`config.mk`:
```
export PLATFORM = sky130hd
export DESIGN_NAME = mem_perf_counter
export DESIGN_NICKNAME = d
export VERILOG_FILES = /design/src/rtl/mem_perf_counter_pkg.sv /design/src/rtl/sat_counter.sv /design/src/rtl/mem_perf_counter.sv
export SDC_FILE = /design/constraint.sdc
export NUM_CORES = 1
export LEC_CHECK = 0
export BUFFER_PORTS_ARGS = -buffer_cell sky130_fd_sc_hd__buf_2
export CAP_MARGIN = 20
export CORE_MARGIN = 4
export CORE_UTILIZATION = 30
export CTS_CLUSTER_DIAMETER = 200
export DETAILED_ROUTE_END_ITERATION = 10
export GPL_TIMING_DRIVEN = 0
export PLACE_DENSITY = 0.48
export SYNTH_ARGS = -nofsm -noshare
export SYNTH_HDL_FRONTEND = slang
export SYNTH_SLANG_ARGS = --single-unit
```
`constraint.sdc`:
```
create_clock -name clk -period 3.2 [get_ports clk]
set_input_delay 0 -clock clk [delete_from_list [all_inputs] [get_ports clk]]
set_output_delay 0 -clock clk [all_outputs]
set_load 0.02 [all_outputs]
```
`src/rtl/mem_perf_counter_pkg.sv`:
```
// rtl/mem_perf_counter_pkg.sv - shared genesys performance-counter types and defaults
package mem_perf_counter_pkg;

   localparam int PC_DATA_WIDTH_DEF = 64;

   typedef enum logic {
      ST_IDLE   = 1'b0,
      ST_ACTIVE = 1'b1
   } pc_state_e;

endpackage

```
`src/rtl/sat_counter.sv`:
```
// rtl/sat_counter.sv - saturating up-counter with synchronous clear and hold
module sat_counter #(
   parameter int WIDTH = 64
) (
   input  logic             clk,
   input  logic             reset,
   input  logic             clr,
   input  logic             hold,
   input  logic             inc,
   output logic [WIDTH-1:0] count
);

   always_ff @(posedge clk) begin
      if (!reset) begin
         count <= '0;
      end else if (clr) begin
         count <= '0;
      end else if (inc && !hold && (count != '1)) begin
         count <= count + WIDTH'(1);
      end
   end

endmodule

```
`src/rtl/mem_perf_counter.sv`:
```
// rtl/mem_perf_counter.sv - per-buffer tile/cycle/request performance counters
module mem_perf_counter
   import mem_perf_counter_pkg::*;
#(
   parameter int PC_DATA_WIDTH  = PC_DATA_WIDTH_DEF,
   parameter int REQ_SIZE_WIDTH = 16
) (
   input  logic                      clk,
   input  logic                      reset,
   input  logic                      pc_clear,
   input  logic                      pc_freeze,
   input  logic                      tile_start,
   input  logic                      tile_done,
   input  logic                      req_valid,
   input  logic                      req_ready,
   input  logic [REQ_SIZE_WIDTH-1:0] req_size,
   output logic [PC_DATA_WIDTH-1:0]  pc_num_tiles,
   output logic [PC_DATA_WIDTH-1:0]  pc_tot_cycles,
   output logic [PC_DATA_WIDTH-1:0]  pc_tot_requests,
   output logic [PC_DATA_WIDTH-1:0]  pc_size_per_requests,
   output logic                      pc_err,
   output logic                      pc_size_mismatch
);

   pc_state_e state_q, state_d;
   logic      tile_acc;
   logic      err_evt;
   logic      handshake;
   logic      size_armed;

   assign handshake = req_valid && req_ready;

   always_ff @(posedge clk) begin
      if (!reset) begin
         state_q <= ST_IDLE;
      end else begin
         state_q <= state_d;
      end
   end

   always_comb begin
      state_d  = state_q;
      tile_acc = 1'b0;
      err_evt  = 1'b0;
      case (state_q)
         ST_IDLE: begin
            if (tile_start) state_d = ST_ACTIVE;
            if (tile_done)  err_evt = 1'b1;
         end
         ST_ACTIVE: begin
            // done+start together closes one tile and opens the next
            if (tile_done) begin
               tile_acc = 1'b1;
               if (!tile_start) state_d = ST_IDLE;
            end else if (tile_start) begin
               err_evt = 1'b1;
            end
         end
         default: state_d = ST_IDLE;
      endcase
      if (pc_clear) state_d = ST_IDLE;
   end

   always_ff @(posedge clk) begin
      if (!reset) begin
         pc_err <= 1'b0;
      end else if (pc_clear) begin
         pc_err <= 1'b0;
      end else if (err_evt) begin
         pc_err <= 1'b1;
      end
   end

   // First unfrozen handshake after clear fixes the reference size
   always_ff @(posedge clk) begin
      if (!reset || pc_clear) begin
         size_armed           <= 1'b1;
         pc_size_per_requests <= '0;
         pc_size_mismatch     <= 1'b0;
      end else if (handshake && !pc_freeze) begin
         if (size_armed) begin
            size_armed           <= 1'b0;
            pc_size_per_requests <= PC_DATA_WIDTH'(req_size);
         end else if (PC_DATA_WIDTH'(req_size) != pc_size_per_requests) begin
            pc_size_mismatch <= 1'b1;
         end
      end
   end

   sat_counter #(.WIDTH(PC_DATA_WIDTH)) u_tiles (
      .clk   (clk),
      .reset (reset),
      .clr   (pc_clear),
      .hold  (pc_freeze),
      .inc   (tile_acc),
      .count (pc_num_tiles)
   );

   sat_counter #(.WIDTH(PC_DATA_WIDTH)) u_cycles (
      .clk   (clk),
      .reset (reset),
      .clr   (pc_clear),
      .hold  (pc_freeze),
      .inc   (state_q == ST_ACTIVE),
      .count (pc_tot_cycles)
   );

   sat_counter #(.WIDTH(PC_DATA_WIDTH)) u_requests (
      .clk   (clk),
      .reset (reset),
      .clr   (pc_clear),
      .hold  (pc_freeze),
      .inc   (handshake),
      .count (pc_tot_requests)
   );

endmodule

```
# [Word level (Yosys, flattened, before mapping)]
# Index checks and enable logic that the tools add are counted.
[totals] reg_bits=212 word_cells=38
[op_classes] addsub=3 eq_ne=4 n_mux=7 bitwise=3 reduce_logical=13
[op_table] cell="adder 64 x 1 -> 64 bit, second input constant" count=3
[op_table] cell="!= test 64 bit, second input constant" count=3
[op_table] cell="!= test 16 bit" count=1
[op_table] cell="logical AND 1 bit" count=7
[op_table] cell="2-to-1 mux 1 bit" count=5
[op_table] cell="case mux 1 bit (2 select lines)" count=2
[op_table] cell="NOT 1 bit" count=3
[op_table] cell="AND reduction 3 bit" count=1
[op_table] cell="logical NOT 1 bit" count=2
[op_table] cell="AND reduction 2 bit" count=1
[op_table] cell="OR reduction 2 bit" count=1
[op_table] cell="logical OR 1 bit" count=1

# [Logic depth before layout (Yosys ltp)]
[depth] ltp_word=4 ltp_mapped=9 ltp_nobuf=7

# [By module]
# A second synthesis with hierarchy kept.
[hier_totals] cells_unflattened=1427 hier_area_um2=11900.2
[by_module_without_submodules] mod="sat_counter" instances=3 cells_each=422 area_each_um2=3513.4
[by_module_without_submodules] mod="mem_perf_counter" instances=1 cells_each=161 area_each_um2=1360.1

# [Worst setup path before layout]
# No wires, ideal clock.
[synth_path] path_kind="register to register" start="reg u_cycles.count[8]" end="reg u_cycles.count[47]" setup_ns=0.071 arrival_ns=2.455 required_ns=3.129 path_slack_ns=0.674 path_stages_with_launch=7 synth_period_minus_slack_ns=2.526 cell_sequence="dfxtp_1 -> and4_4 -> nand4_4 -> or3_4 -> a2111o_1 -> or4_1 -> a21oi_1"
[synth_between] elab_chain_len=2
[synth_rtl] item="from (decl)" line="sat_counter.sv:10" source="output logic [WIDTH-1:0] count"
[synth_rtl] item="from (signal assigned)" line="sat_counter.sv:19" source="count <= count + WIDTH'(1);"
[synth_rtl] item="branches (longest 2 deep; another with adder 64 x 1 -> 64 bit)"
# Parallel ways; which one is timed is not known.
# A chain may end at the register's enable or synchronous reset.

# [Worst setup path in the final report]
[layout_path] start="reg u_tiles.count[35]" end="reg u_tiles.count[44]"
[layout_between] elab_chain_len=2
[layout_rtl] item="from (decl)" line="sat_counter.sv:10"
[layout_rtl] item="from (signal assigned)" line="sat_counter.sv:19"
[layout_rtl] item="branches (longest 2 deep; another with adder 64 x 1 -> 64 bit)"
# Parallel ways; which one is timed is not known.

==> results.cfg <==
[synth]
synth_top_family_by_area = simple AND/OR/NAND/NOR gates
async_flop_share = 0
ys_seq_elements = 212
muxShareOfSynthArea = 0.0149
syn_area_um2 = 11400
yosysUniqueCellTypes = 68
synth_area_leaders = dfxtp_1 37%, a21oi_1 5.3%, nand2_1 4.9%, nand4_1 4.2%, nor2_1 4.0%
synth_top_area_frac = 0.372
synth.avg_cell_area_um2 = 8.00
synth_top_cell_by_area = dfxtp_1
synth_cells = 1424
synth_edf_count = 0
ys.flop_type = dfxtp_1
synthAdderAreaFrac = 0.00329
synth-simple-area-share = 0.346
synth_compound_area_frac = 0.141
yosysWarnings = 0
seq_area_frac_synth = 0.372
synthXorXnorAreaFrac = 0.0615

[critical_path]
worst-path-buf-inv = 1
timing.rr.end = u_tiles.count[44]
r2r_cells = 7
critPathTopFamily = simple AND/OR/NAND/NOR gates
cp.required_ns = 3.61
rrSetupSlack_ns = 0.15
cpMaxStageDelayCell = or4_4
crit_arrival_ns = 3.45
timing_worst_setup_path_type = flip-flop to flip-flop
crit_chain = nand4_2 -> or4_4 -> nor4_4 -> clkbuf_1 -> a211oi_1 -> xnor2_1 -> nor2_1
cp-start-kind = flip-flop
reg2reg_from = u_tiles.count[35]
crit_fanout = 10
end_kind = flip-flop
slowest_delay_ns = 0.65

[route]
via_count = 12097
drtIter0Drc = 773
first_pass_iters = 6
viasPerCell = 5.28
drc_errors = 0
drt_wl_total_um = 44100
routedWlPerCell_um = 19.2
ant_nets = 0

[clock_network]
clkSinkCount = 212
cts_max_path_buffers = 3
clk_pin_slew_ns = 0.06
cts_tree = done
clk_latency_ns = 0.56
h-tree-depth = 1
cts_buffers = 28
clk_root_buffer_cell = clkbuf_16

[floorplanning]
design.core.area_um2 = 37600
io-pin-count = 282
start_util = 0.303
die_h_um = 203
die_w_um = 203
die_area_um2 = 41200
rows = 71

[hold_path]
whs_endpoint = size_armed
worstHoldPathCells = 4
min_path_type = input pin to flip-flop
hold_start = req_valid

[sta]
maxSlewViolCount = 0
hold_viol_final = 0
fin_crit_ns = 3.05
slew-limit-headroom = 0.284
fmax_mhz = 328
worst_pin_slew_ns = 1.07
clock_skew_ns = 0.0236
finalCritPeriodShare = 0.952
setup_violations = 0
tns_ns = 0
layout_setup_ws_ns = 0.154

[global_route]
grt_max_degree = 14
grt_pass1_vias = 11298
grtUsageTotal = 0.204
antenna_found_initial = 1
gr-total-overflow = 0
grt_pass1_wl_um = 67600

[cells_and_area]
final_common_cell = buf_2
syn_to_final_growth_pct = 28.1
final_cell_mix = 242 x buf_2, 212 x dfxtp_1, 150 x nand2_1
drive_above_1_share = 0.219
multi_input_area_um2 = 6700
num-fill-cells = 3975
final_cells = 2290
seq_area_um2 = 4240
fin_util = 0.389
nets = 1785

[pwr]
p_leak_nw = 5.39
p_per_area_nw_per_um2 = 418
ir_worst_vdd_mv = 0.366

[placed_design]
dp_slack_ns = -0.164
dp.cells = 2215
globalplace.congestion = 0.883
port_buffers = 233
hpwl_um = 32600

[run_status]
status = finished clean

[job]
maxCapViolCount = 0
[synth_stat cells, drive strengths merged, types with 3 or more instances]
cell	instances
dfxtp	212
nand2	150
nor2	122
a21oi	120
nand3	85
nand4	79
o21ai	66
buf	64
or3	58
or4	53
xor2	52
clkbuf	41
o31ai	40
nor4	35
xnor2	28
and3	26
nor3	25
nand2b	21
and4	17
mux2i	17
inv	16
o211ai	12
or2	11
and2	10
o21a	7
a2111oi	5
and3b	4
nor3b	4
nor4b	4
o2111ai	4
ha	3
nand3b	3
nor2b	3
o31a	3
or4b	3
[layout make-up]
type / instances / area share
antenna: 1 / 0.000171
buffer: 105 / 0.0423
clock buffer: 42 / 0.0592
clock inverter: 8 / 0.00471
inverter: 16 / 0.00411
multi-input combinational: 1137 / 0.459
sequential: 212 / 0.291
tap: 511 / 0.0438
timing repair buffer: 258 / 0.0961
[flip-flops by register name, indices dropped and copies added, names as in the netlist]
| name | flops |
|---|---|
| pc_size_mismatch | 1 |
| size_armed | 1 |
| pc_err | 1 |
| state_q | 1 |
| u_requests.count | 64 |
| pc_size_per_requests | 16 |
| u_tiles.count | 64 |
| u_cycles.count | 64 |
[report_power, final]
group	internal [mW]	switching, mW	total [mW]	leakage, nW
Clock	1.93	1.25	3.18	0.469
Sequential	2.64	0.00458	2.65	1.71
Combinational	0.0958	0.188	0.284	3.21
[metrics by stage]
step	instance area, µm²	hold WS [ns]	power, mW
global route	14600	0.0406	6.32
global placement	13400	0.255	2.97
floorplan	11600	0.121	2.88
CTS	14500	0.00650	6.20
detailed placement	13400	0.260	2.97
finish	14600	0.0103	6.11
[worst register-to-register path, delay by kind of cell (launching register included)]
| family | cells | cell delay [ns] |
|---|---|---|
| AOI/OAI and AO/OA | 1 | 0.18 |
| xor gates and xnor gates | 1 | 0.17 |
| buffers and inverters | 1 | 0.49 |
| DFF | 1 | 0.47 |
| and+or+nand+nor | 4 | 1.60 |
[repair_timing]
item | CTS | global route
pin swaps | 0 | 3
endpoints found under the setup margin | 34 | 53
buffers inserted | 0 | 3
resized for setup | 3 | 5
endpoints found under the hold margin | 20 | 0
hold buffers | 21 | 0
cloned | 0 | 0
[cell families after synthesis]
group,count (synthesis)
xor gates and xnor gates,80
and+or+nand+nor,718
other,1
AOI/OAI and AO/OA,271
DFF,212
adders and majority gates,3
buffers and inverters,122
muxes,17
[per-layer routing]
metal,routed length (µm),track usage,share of wire
met2,19700,0.326,0.45
met1,20100,0.281,0.46
met3,3340,0.0498,0.076
met4,931,0.0427,0.021
met5,7,0,0.00016
[worst max-delay path by stage]
stage | start | end | slack [ns] | depth (start not counted)
final | u_tiles.count[35] | u_tiles.count[44] | 0.15 | 7
after CTS | u_requests.count[25] | u_requests.count[45] | 0.04 | 9
after detailed placement | u_requests.count[25] | u_requests.count[16] | -0.16 | 8
after floorplan | u_cycles.count[8] | u_cycles.count[47] | 0.67 | 6
after global placement | u_requests.count[25] | u_requests.count[16] | -0.19 | 8
after global routing | u_requests.count[25] | u_requests.count[59] | -0.007 | 10
Note: power is estimated with default switching activity, not from simulation.
